## src/rtl/ring_seek_decoder_pkg.sv

```systemverilog
// Shared definitions for the 16-position ring seek decoder.
//   RING_N  : number of ring positions (one-hot width)
//   RING_W  : width of a binary position code
//   state_t : seek controller states (IDLE / SEEK)
// Build option: RING_BIDIR_EN (see ring_seek_decoder.sv) does not change this package.
package ring_pkg;

  localparam int RING_N = 16;
  localparam int RING_W = 4;

  typedef enum logic {
    IDLE = 1'b0,
    SEEK = 1'b1
  } state_t;

endpackage

```

## src/rtl/ring_seek_decoder_if.sv

```systemverilog
// Bus bundle for ring_seek_decoder.
// Handshake: a code transfers on a rising CLK edge where in_valid and
// in_ready are both 1. in_ready is 1 only while the block is IDLE; during
// a seek in_valid is ignored and nothing is queued.
//   in_valid  : master -> slave, in_code is meaningful
//   in_code   : master -> slave, binary target position
//   in_ready  : slave  -> master, block can take a code
//   Q         : one-hot ring, Q[i]=1 means position i
//   C         : current binary position (registered)
//   busy      : seek in progress
//   done      : one-cycle pulse when the ring reaches the target
//   err       : sticky ring/position disagreement flag
//   state_dbg : current controller state, for observation only
interface ring_seek_decoder_if;
  import ring_pkg::*;

  logic              in_valid;
  logic              in_ready;
  logic [RING_W-1:0] in_code;
  logic [0:RING_N-1] Q;
  logic [RING_W-1:0] C;
  logic              busy;
  logic              done;
  logic              err;
  state_t            state_dbg;

  modport master (
    output in_valid, in_code,
    input  in_ready, Q, C, busy, done, err, state_dbg
  );

  modport slave (
    input  in_valid, in_code,
    output in_ready, Q, C, busy, done, err, state_dbg
  );

endinterface

```

## src/rtl/ring_seek_decoder_onehot_dec.sv

```systemverilog
// onehot_dec: combinational binary-to-one-hot decoder.
//   code : binary position, RING_W bits
//   oh   : one-hot vector [0:RING_N-1], oh[code]=1
module onehot_dec
  import ring_pkg::*;
(
  input  logic [RING_W-1:0] code,
  output logic [0:RING_N-1] oh
);

  always_comb begin
    oh       = '0;
    oh[code] = 1'b1;
  end

endmodule

```

## src/rtl/ring_seek_decoder.sv

```systemverilog
// ring_seek_decoder: accepts a binary target code and steps a registered
// one-hot ring one position per clock until it reaches that target, then
// pulses done. The ring drives Q, the matching binary position drives C.
// Ports:
//   CLK   : rising-edge clock
//   RST_N : asynchronous active-low reset (loads RESET_POS, IDLE)
//   bus   : ring_seek_decoder_if.slave (handshake, Q, C, busy, done, err, state_dbg)
// Parameter:
//   RESET_POS : ring position loaded at reset (0..15)
// Build option:
//   RING_BIDIR_EN defined   -> shortest path; backward when distance > 8
//   RING_BIDIR_EN undefined -> forward rotation only
module ring_seek_decoder
  import ring_pkg::*;
#(
  parameter int RESET_POS = 0
) (
  input  logic               CLK,
  input  logic               RST_N,
  ring_seek_decoder_if.slave bus
);

  localparam logic [RING_W-1:0] RESET_CODE = RING_W'(RESET_POS);

  state_t            state, state_nxt;
  logic [0:RING_N-1] ring, ring_nxt;
  logic [RING_W-1:0] pos, pos_nxt;
  logic [RING_W-1:0] target, target_nxt;
  logic              done_q, done_nxt;
  logic              err_q, err_nxt;
  logic [0:RING_N-1] reset_oh;
  logic [0:RING_N-1] pos_oh;

`ifdef RING_BIDIR_EN
  // dir=1 means the ring walks backward for the current seek.
  logic              dir, dir_nxt;
  logic [RING_W-1:0] dist;
  assign dist = bus.in_code - pos;
`endif

  onehot_dec u_reset_oh (
    .code (RESET_CODE),
    .oh   (reset_oh)
  );

  // Reference one-hot of the binary position, used for the integrity check.
  onehot_dec u_pos_oh (
    .code (pos),
    .oh   (pos_oh)
  );

  always_ff @(posedge CLK or negedge RST_N) begin
    if (!RST_N) begin
      state  <= IDLE;
      ring   <= reset_oh;
      pos    <= RESET_CODE;
      target <= RESET_CODE;
      done_q <= 1'b0;
      err_q  <= 1'b0;
`ifdef RING_BIDIR_EN
      dir    <= 1'b0;
`endif
    end else begin
      state  <= state_nxt;
      ring   <= ring_nxt;
      pos    <= pos_nxt;
      target <= target_nxt;
      done_q <= done_nxt;
      err_q  <= err_nxt;
`ifdef RING_BIDIR_EN
      dir    <= dir_nxt;
`endif
    end
  end

  always_comb begin
    state_nxt  = state;
    ring_nxt   = ring;
    pos_nxt    = pos;
    target_nxt = target;
    done_nxt   = 1'b0;
    // Sticky: the ring register and the binary position must always agree.
    err_nxt    = err_q | (ring != pos_oh);
`ifdef RING_BIDIR_EN
    dir_nxt    = dir;
`endif

    case (state)
      IDLE: begin
        if (bus.in_valid) begin
          target_nxt = bus.in_code;
          state_nxt  = SEEK;
`ifdef RING_BIDIR_EN
          // Distance of exactly half the ring goes forward.
          dir_nxt    = (dist > RING_W'(RING_N / 2));
`endif
        end
      end
      SEEK: begin
        if (pos == target) begin
          // Arrival is detected one edge after the last step, so a zero
          // distance seek still takes one edge and leaves the ring alone.
          done_nxt  = 1'b1;
          state_nxt = IDLE;
        end else begin
`ifdef RING_BIDIR_EN
          if (dir) begin
            ring_nxt = {ring[1:RING_N-1], ring[0]};
            pos_nxt  = pos - RING_W'(1);
          end else begin
            ring_nxt = {ring[RING_N-1], ring[0:RING_N-2]};
            pos_nxt  = pos + RING_W'(1);
          end
`else
          ring_nxt = {ring[RING_N-1], ring[0:RING_N-2]};
          pos_nxt  = pos + RING_W'(1);
`endif
        end
      end
      default: state_nxt = IDLE;
    endcase
  end

  assign bus.in_ready  = (state == IDLE);
  assign bus.busy      = (state == SEEK);
  assign bus.Q         = ring;
  assign bus.C         = pos;
  assign bus.done      = done_q;
  assign bus.err       = err_q;
  assign bus.state_dbg = state;

endmodule

```

## src/flat_wrapper.sv

```systemverilog
// flat-port wrapper written by rule: the top's interface ports become plain ports
module ring_seek_decoder_flat import ring_pkg::*;
#(
  parameter int RESET_POS = 0
)
  (CLK, RST_N, bus_in_valid, bus_in_code, bus_in_ready, bus_Q, bus_C, bus_busy, bus_done, bus_err, bus_state_dbg);
  ring_seek_decoder_if bus_i ();
  input  logic CLK;
  input  logic RST_N;
  input wire logic [$bits(bus_i.in_valid)-1:0] bus_in_valid;
  input wire logic [$bits(bus_i.in_code)-1:0] bus_in_code;
  output wire logic [$bits(bus_i.in_ready)-1:0] bus_in_ready;
  output wire logic [$bits(bus_i.Q)-1:0] bus_Q;
  output wire logic [$bits(bus_i.C)-1:0] bus_C;
  output wire logic [$bits(bus_i.busy)-1:0] bus_busy;
  output wire logic [$bits(bus_i.done)-1:0] bus_done;
  output wire logic [$bits(bus_i.err)-1:0] bus_err;
  output wire logic [$bits(bus_i.state_dbg)-1:0] bus_state_dbg;
  assign bus_i.in_valid = bus_in_valid;
  assign bus_i.in_code = bus_in_code;
  assign bus_in_ready = bus_i.in_ready;
  assign bus_Q = bus_i.Q;
  assign bus_C = bus_i.C;
  assign bus_busy = bus_i.busy;
  assign bus_done = bus_i.done;
  assign bus_err = bus_i.err;
  assign bus_state_dbg = bus_i.state_dbg;
  ring_seek_decoder #(.RESET_POS(RESET_POS)) u_core (.CLK(CLK), .RST_N(RST_N), .bus(bus_i));
endmodule
```

## config.mk

```make
export PLATFORM = sky130hd
export DESIGN_NAME = ring_seek_decoder_flat
export DESIGN_NICKNAME = d
export VERILOG_FILES = /design/src/rtl/ring_seek_decoder_pkg.sv /design/src/rtl/ring_seek_decoder_if.sv /design/src/rtl/ring_seek_decoder_onehot_dec.sv /design/src/rtl/ring_seek_decoder.sv /design/src/flat_wrapper.sv
export SDC_FILE = /design/constraint.sdc
export NUM_CORES = 1
export LEC_CHECK = 0
export ABC_AREA = 0
export CORE_ASPECT_RATIO = 0.75
export CORE_MARGIN = 2
export CORE_UTILIZATION = 45
export DETAILED_ROUTE_END_ITERATION = 16
export PLACE_DENSITY = 0.69
export SETUP_SLACK_MARGIN = 0.2
export SKIP_LAST_GASP = 1
export SYNTH_ARGS = -nofsm -noshare
export SYNTH_HDL_FRONTEND = slang
export SYNTH_SLANG_ARGS = --single-unit
```

## constraint.sdc

```tcl
create_clock -name CLK -period 2.3 [get_ports CLK]
set_input_delay 0.23 -clock CLK [delete_from_list [all_inputs] [get_ports CLK]]
set_output_delay 0.23 -clock CLK [all_outputs]
set_load 0.005 [all_outputs]
```

==> flow_summary_export.csv <==
group,metric,value,unit
timing,fin_crit,1990,ps
grt,grt_pass1_vias,1141,
pwr,part_of_the_total_power_dissipated_in_sequential_elements,0.317,
floorplanning,top_level_pins,32,
critical_path,path_max_fanout,9,
timing,final-max-slew-violation-count,0,
placement,port_buffers,31,
floorplanning,design.die.area,3910,µm²
drt,route.vias.total,1181,
grt,grt_max_degree,24,
timing,worstMarginPinSlew,675,ps
timing,slew-limit-headroom,0.549,
pwr,power.static_leakage,0.811,nW
finish,drive_gt1_frac,0.187,
cts,clkLatencyLatePin,280,ps
cts,worst_setup_hold_path_clk_slew,90,ps
timing,fin_skew,7.38,ps
run_status,status,"finished, final reports clean",
floorplanning,floorplan.initialDensity,0.468,
grt,number_of_antenna_violations_at_the_first_check_in_global_routing,0,
critical_path,worstSetupStartpointType,"flop",
pwr,sw_pwr,0.824,mW
finish,layout_common_cells,"sky130_fd_sc_hd__clkdlybuf4s50_1 (31), sky130_fd_sc_hd__dfrtp_1 (26), sky130_fd_sc_hd__mux2_2 (19)",
pwr,ir_worst_vdd,0.502,mV
cts,number_of_sinks_on_the_clock_net,27,
placement,gp_congestion,0.946,
critical_path,crit_type,"reg -> reg",
synth,netlist_area,1540,µm²
timing,setup_repair_after_global_routing_missed_its_margin,"no",
drt,drt_pass1_iterations,4,
finish,areaGrowthSynthToFinish,23.6,%
timing,final_critical_path_setup_slack,314,ps
pwr,power_frac_comb,0.550,
placement,place.detailed.hpwl,2.45,mm
critical_path,crit_arrival,2130,ps
cts,cts_tree,"done",
pwr,power_share_of_the_clock_group,0.132,
synth,postSynthAreaPerCell,10.9,µm²
placement,place_worst_setup_slack,243,ps
synth,mapped_cells,141,
synth,synth_cell_type_count,36,
drt,drc,0,
critical_path,crit_path_end_kind,"flop",
floorplanning,die_w,71.6,µm
floorplanning,core_region_area,3290,µm²
grt,groute.usage.overall,0.201,
synth,postSynthNetCount,152,
flow_run,cap_viol_max_count,0,
timing,timing_hold_violations_final,0,
cts,clock_tree.root_cell,"sky130_fd_sc_hd__clkbuf_8",
floorplanning,chipHeight,54.7,µm
timing,period_share,0.863,
drt,detail_route.wirelength,3.51,mm
finish,fill_cells,298,
synth,number_of_register_bits_inferred_by_synthesis,27,
grt,wire_length_of_the_first_global_routing_pass,5.85,mm
pwr,switching_share,0.396,
finish,layout.cells.most_common,"sky130_fd_sc_hd__clkdlybuf4s50_1",
floorplanning,rows,18,
drt,drt_iter0_drc,121,
timing,final.setup.tns,0,ps
timing,peak_clock_frequency_supported_by_timing,504,MHz
drt,routed_wire_length_per_instance,16.6,µm
drt,vias_per_cell,5.60,
drt,route.antenna.remaining_nets,0,
synth,sequential_cell_area_fraction_in_the_yosys_report,0.439,
cts,cts_max_path_buffers,2,
finish,nets,183,
grt,grt_remaining_overflow,0,
pwr,p_per_area,1090,nW/µm²
critical_path,worstPathRequired,2450,ps
finish,n_antenna_cell,0,
pwr,internal-power,1.26,mW
cts,cts_inserted_buffers,3,
synth,yosysWarningCount,0,
cts,htree_num_levels,1,
timing,setup-violations-final,0,
cts,post_cts.repair.setup_buffers,0,
worst_hold_path,worst_hold_path_type,"in -> async",
## logic make-up (layout without fill, tap and decap cells)
logic type	count (synthesis)	count (layout)	share of synthesized area
compound gates	24	24	0.105
xor+xnor	9	9	0.0512
fa+ha+maj	4	4	0.0325
buf+inv	15	45	0.0625
flops	27	27	0.439
mux	20	20	0.149
simple gates	42	42	0.161
## path summary, 6_finish.rpt
kind	start	endpoint	slack [ps]	cells past startpoint
min in group CLK	u_core.target[3]$_DFFE_PN0P_	u_core.target[3]$_DFFE_PN0P_	550	1
worst min register to register	u_core.target[3]$_DFFE_PN0P_	u_core.target[3]$_DFFE_PN0P_	550	1
worst min-delay path	RST_N	u_core.bus.Q[5]$_DFFE_PN0P_	350	1
max in group asynchronous	RST_N	u_core.bus.Q[7]$_DFFE_PN0P_	1290	2
worst max-delay path	u_core.bus.C[0]$_DFFE_PN0P_	u_core.bus.err$_DFF_PN0_	310	7
worst max register to register	u_core.bus.C[0]$_DFFE_PN0P_	u_core.bus.err$_DFF_PN0_	310	7
## layer usage
layer | vias to the layer above | track usage | share of wire
met2 | 38 | 0.309 | 0.46
met3 | 6 | 0.0516 | 0.051
met4 | 0 | 0.0786 | 0.017
met1 | 573 | 0.274 | 0.47
met5 | - | 0 | 0
li1 | 564 | - | -
## timing repair
item,in CTS,in global routing
gates resized for setup,0,3
hold buffers,0,0
endpoints found under the setup margin,0,1
## final cells by class
| type | instances | area (µm²) | share of cell area |
|---|---|---|---|
| clock buffer | 4 | 45.0 | 0.0237 |
| inverter | 7 | 26.3 | 0.0138 |
| timing repair buffer | 34 | 333 | 0.175 |
| tap | 40 | 50.0 | 0.0263 |
| sequential | 27 | 677 | 0.356 |
| multi-input combinational | 99 | 772 | 0.406 |
## flip-flops by register name, indices dropped and copies added (netlist names)
register / count
u_core.bus.Q: 16
u_core.bus.C: 4
u_core.bus.err: 1
u_core.target: 4
u_core.bus.busy: 1
u_core.bus.done: 1
## power by group through the flow
| stage | registers [mW] | clock network, mW | logic [mW] |
|---|---|---|---|
| 2_1_floorplan | 0.667 | 0 | 0.895 |
| 3_3_place_gp | 0.658 | 0 | 1.11 |
| 3_5_place_dp | 0.669 | 0 | 1.12 |
| 4_1_cts | 0.658 | 0.285 | 1.14 |
| 5_1_grt | 0.672 | 0.299 | 1.26 |
| 6_report | 0.659 | 0.276 | 1.14 |
## cell usage after synthesis
library cell | count | area (µm²)
sky130_fd_sc_hd__ha_1 | 4 | 50.1
sky130_fd_sc_hd__nand3_1 | 2 | 10.0
sky130_fd_sc_hd__nor4b_1 | 1 | 8.76
sky130_fd_sc_hd__a31oi_1 | 5 | 31.3
sky130_fd_sc_hd__mux2_4 | 1 | 15.0
sky130_fd_sc_hd__nand4_1 | 3 | 18.8
sky130_fd_sc_hd__nand2_1 | 5 | 18.8
sky130_fd_sc_hd__xor2_1 | 1 | 8.76
sky130_fd_sc_hd__o32a_1 | 2 | 20.0
sky130_fd_sc_hd__inv_1 | 7 | 26.3
sky130_fd_sc_hd__xnor2_1 | 8 | 70.1
sky130_fd_sc_hd__o311ai_0 | 2 | 17.5
sky130_fd_sc_hd__mux2_2 | 19 | 214
sky130_fd_sc_hd__dfstp_2 | 1 | 26.3
sky130_fd_sc_hd__dfrtp_1 | 26 | 651
sky130_fd_sc_hd__o21ai_1 | 1 | 5.00
sky130_fd_sc_hd__o22ai_1 | 1 | 6.26
sky130_fd_sc_hd__nand2_2 | 1 | 6.26
sky130_fd_sc_hd__nor4_4 | 1 | 21.3
sky130_fd_sc_hd__and3b_1 | 2 | 17.5
sky130_fd_sc_hd__nor4bb_1 | 1 | 10.0
sky130_fd_sc_hd__nand3b_1 | 2 | 15.0
sky130_fd_sc_hd__buf_2 | 2 | 10.0
sky130_fd_sc_hd__buf_4 | 2 | 15.0
sky130_fd_sc_hd__nor2_1 | 14 | 52.6
sky130_fd_sc_hd__nand2b_1 | 3 | 18.8
sky130_fd_sc_hd__buf_6 | 4 | 45.0
sky130_fd_sc_hd__a211o_1 | 1 | 8.76
sky130_fd_sc_hd__nor2b_1 | 3 | 18.8
sky130_fd_sc_hd__a21o_1 | 1 | 7.51
sky130_fd_sc_hd__and3_1 | 1 | 6.26
sky130_fd_sc_hd__o21ai_0 | 6 | 30.0
sky130_fd_sc_hd__a21oi_1 | 3 | 15.0
sky130_fd_sc_hd__nand4_2 | 1 | 12.5
sky130_fd_sc_hd__nor4_1 | 2 | 12.5
sky130_fd_sc_hd__o311a_1 | 2 | 20.0
## worst max-delay path: stages, from the launching register on
cell and delay [ps]:
sky130_fd_sc_hd__dfrtp_1 480, sky130_fd_sc_hd__inv_1 150, sky130_fd_sc_hd__ha_2 280, sky130_fd_sc_hd__and3b_1 200, sky130_fd_sc_hd__o32a_1 270, sky130_fd_sc_hd__o21ai_1 170, sky130_fd_sc_hd__and3_1 180, sky130_fd_sc_hd__nand4_1 110
## metrics by stage
step	std cells	power [mW]	instance area, µm²	utilization	hold slack, ps
after floorplan	141	1.56	1540	-	-65.6
after CTS	211	2.08	1900	0.577	372
after global routing	211	2.23	1900	0.579	412
final	211	2.08	1900	0.579	354
after global placement	207	1.77	1850	0.564	499
after detailed placement	207	1.79	1850	0.564	508
(Power assumes the default switching activity.)
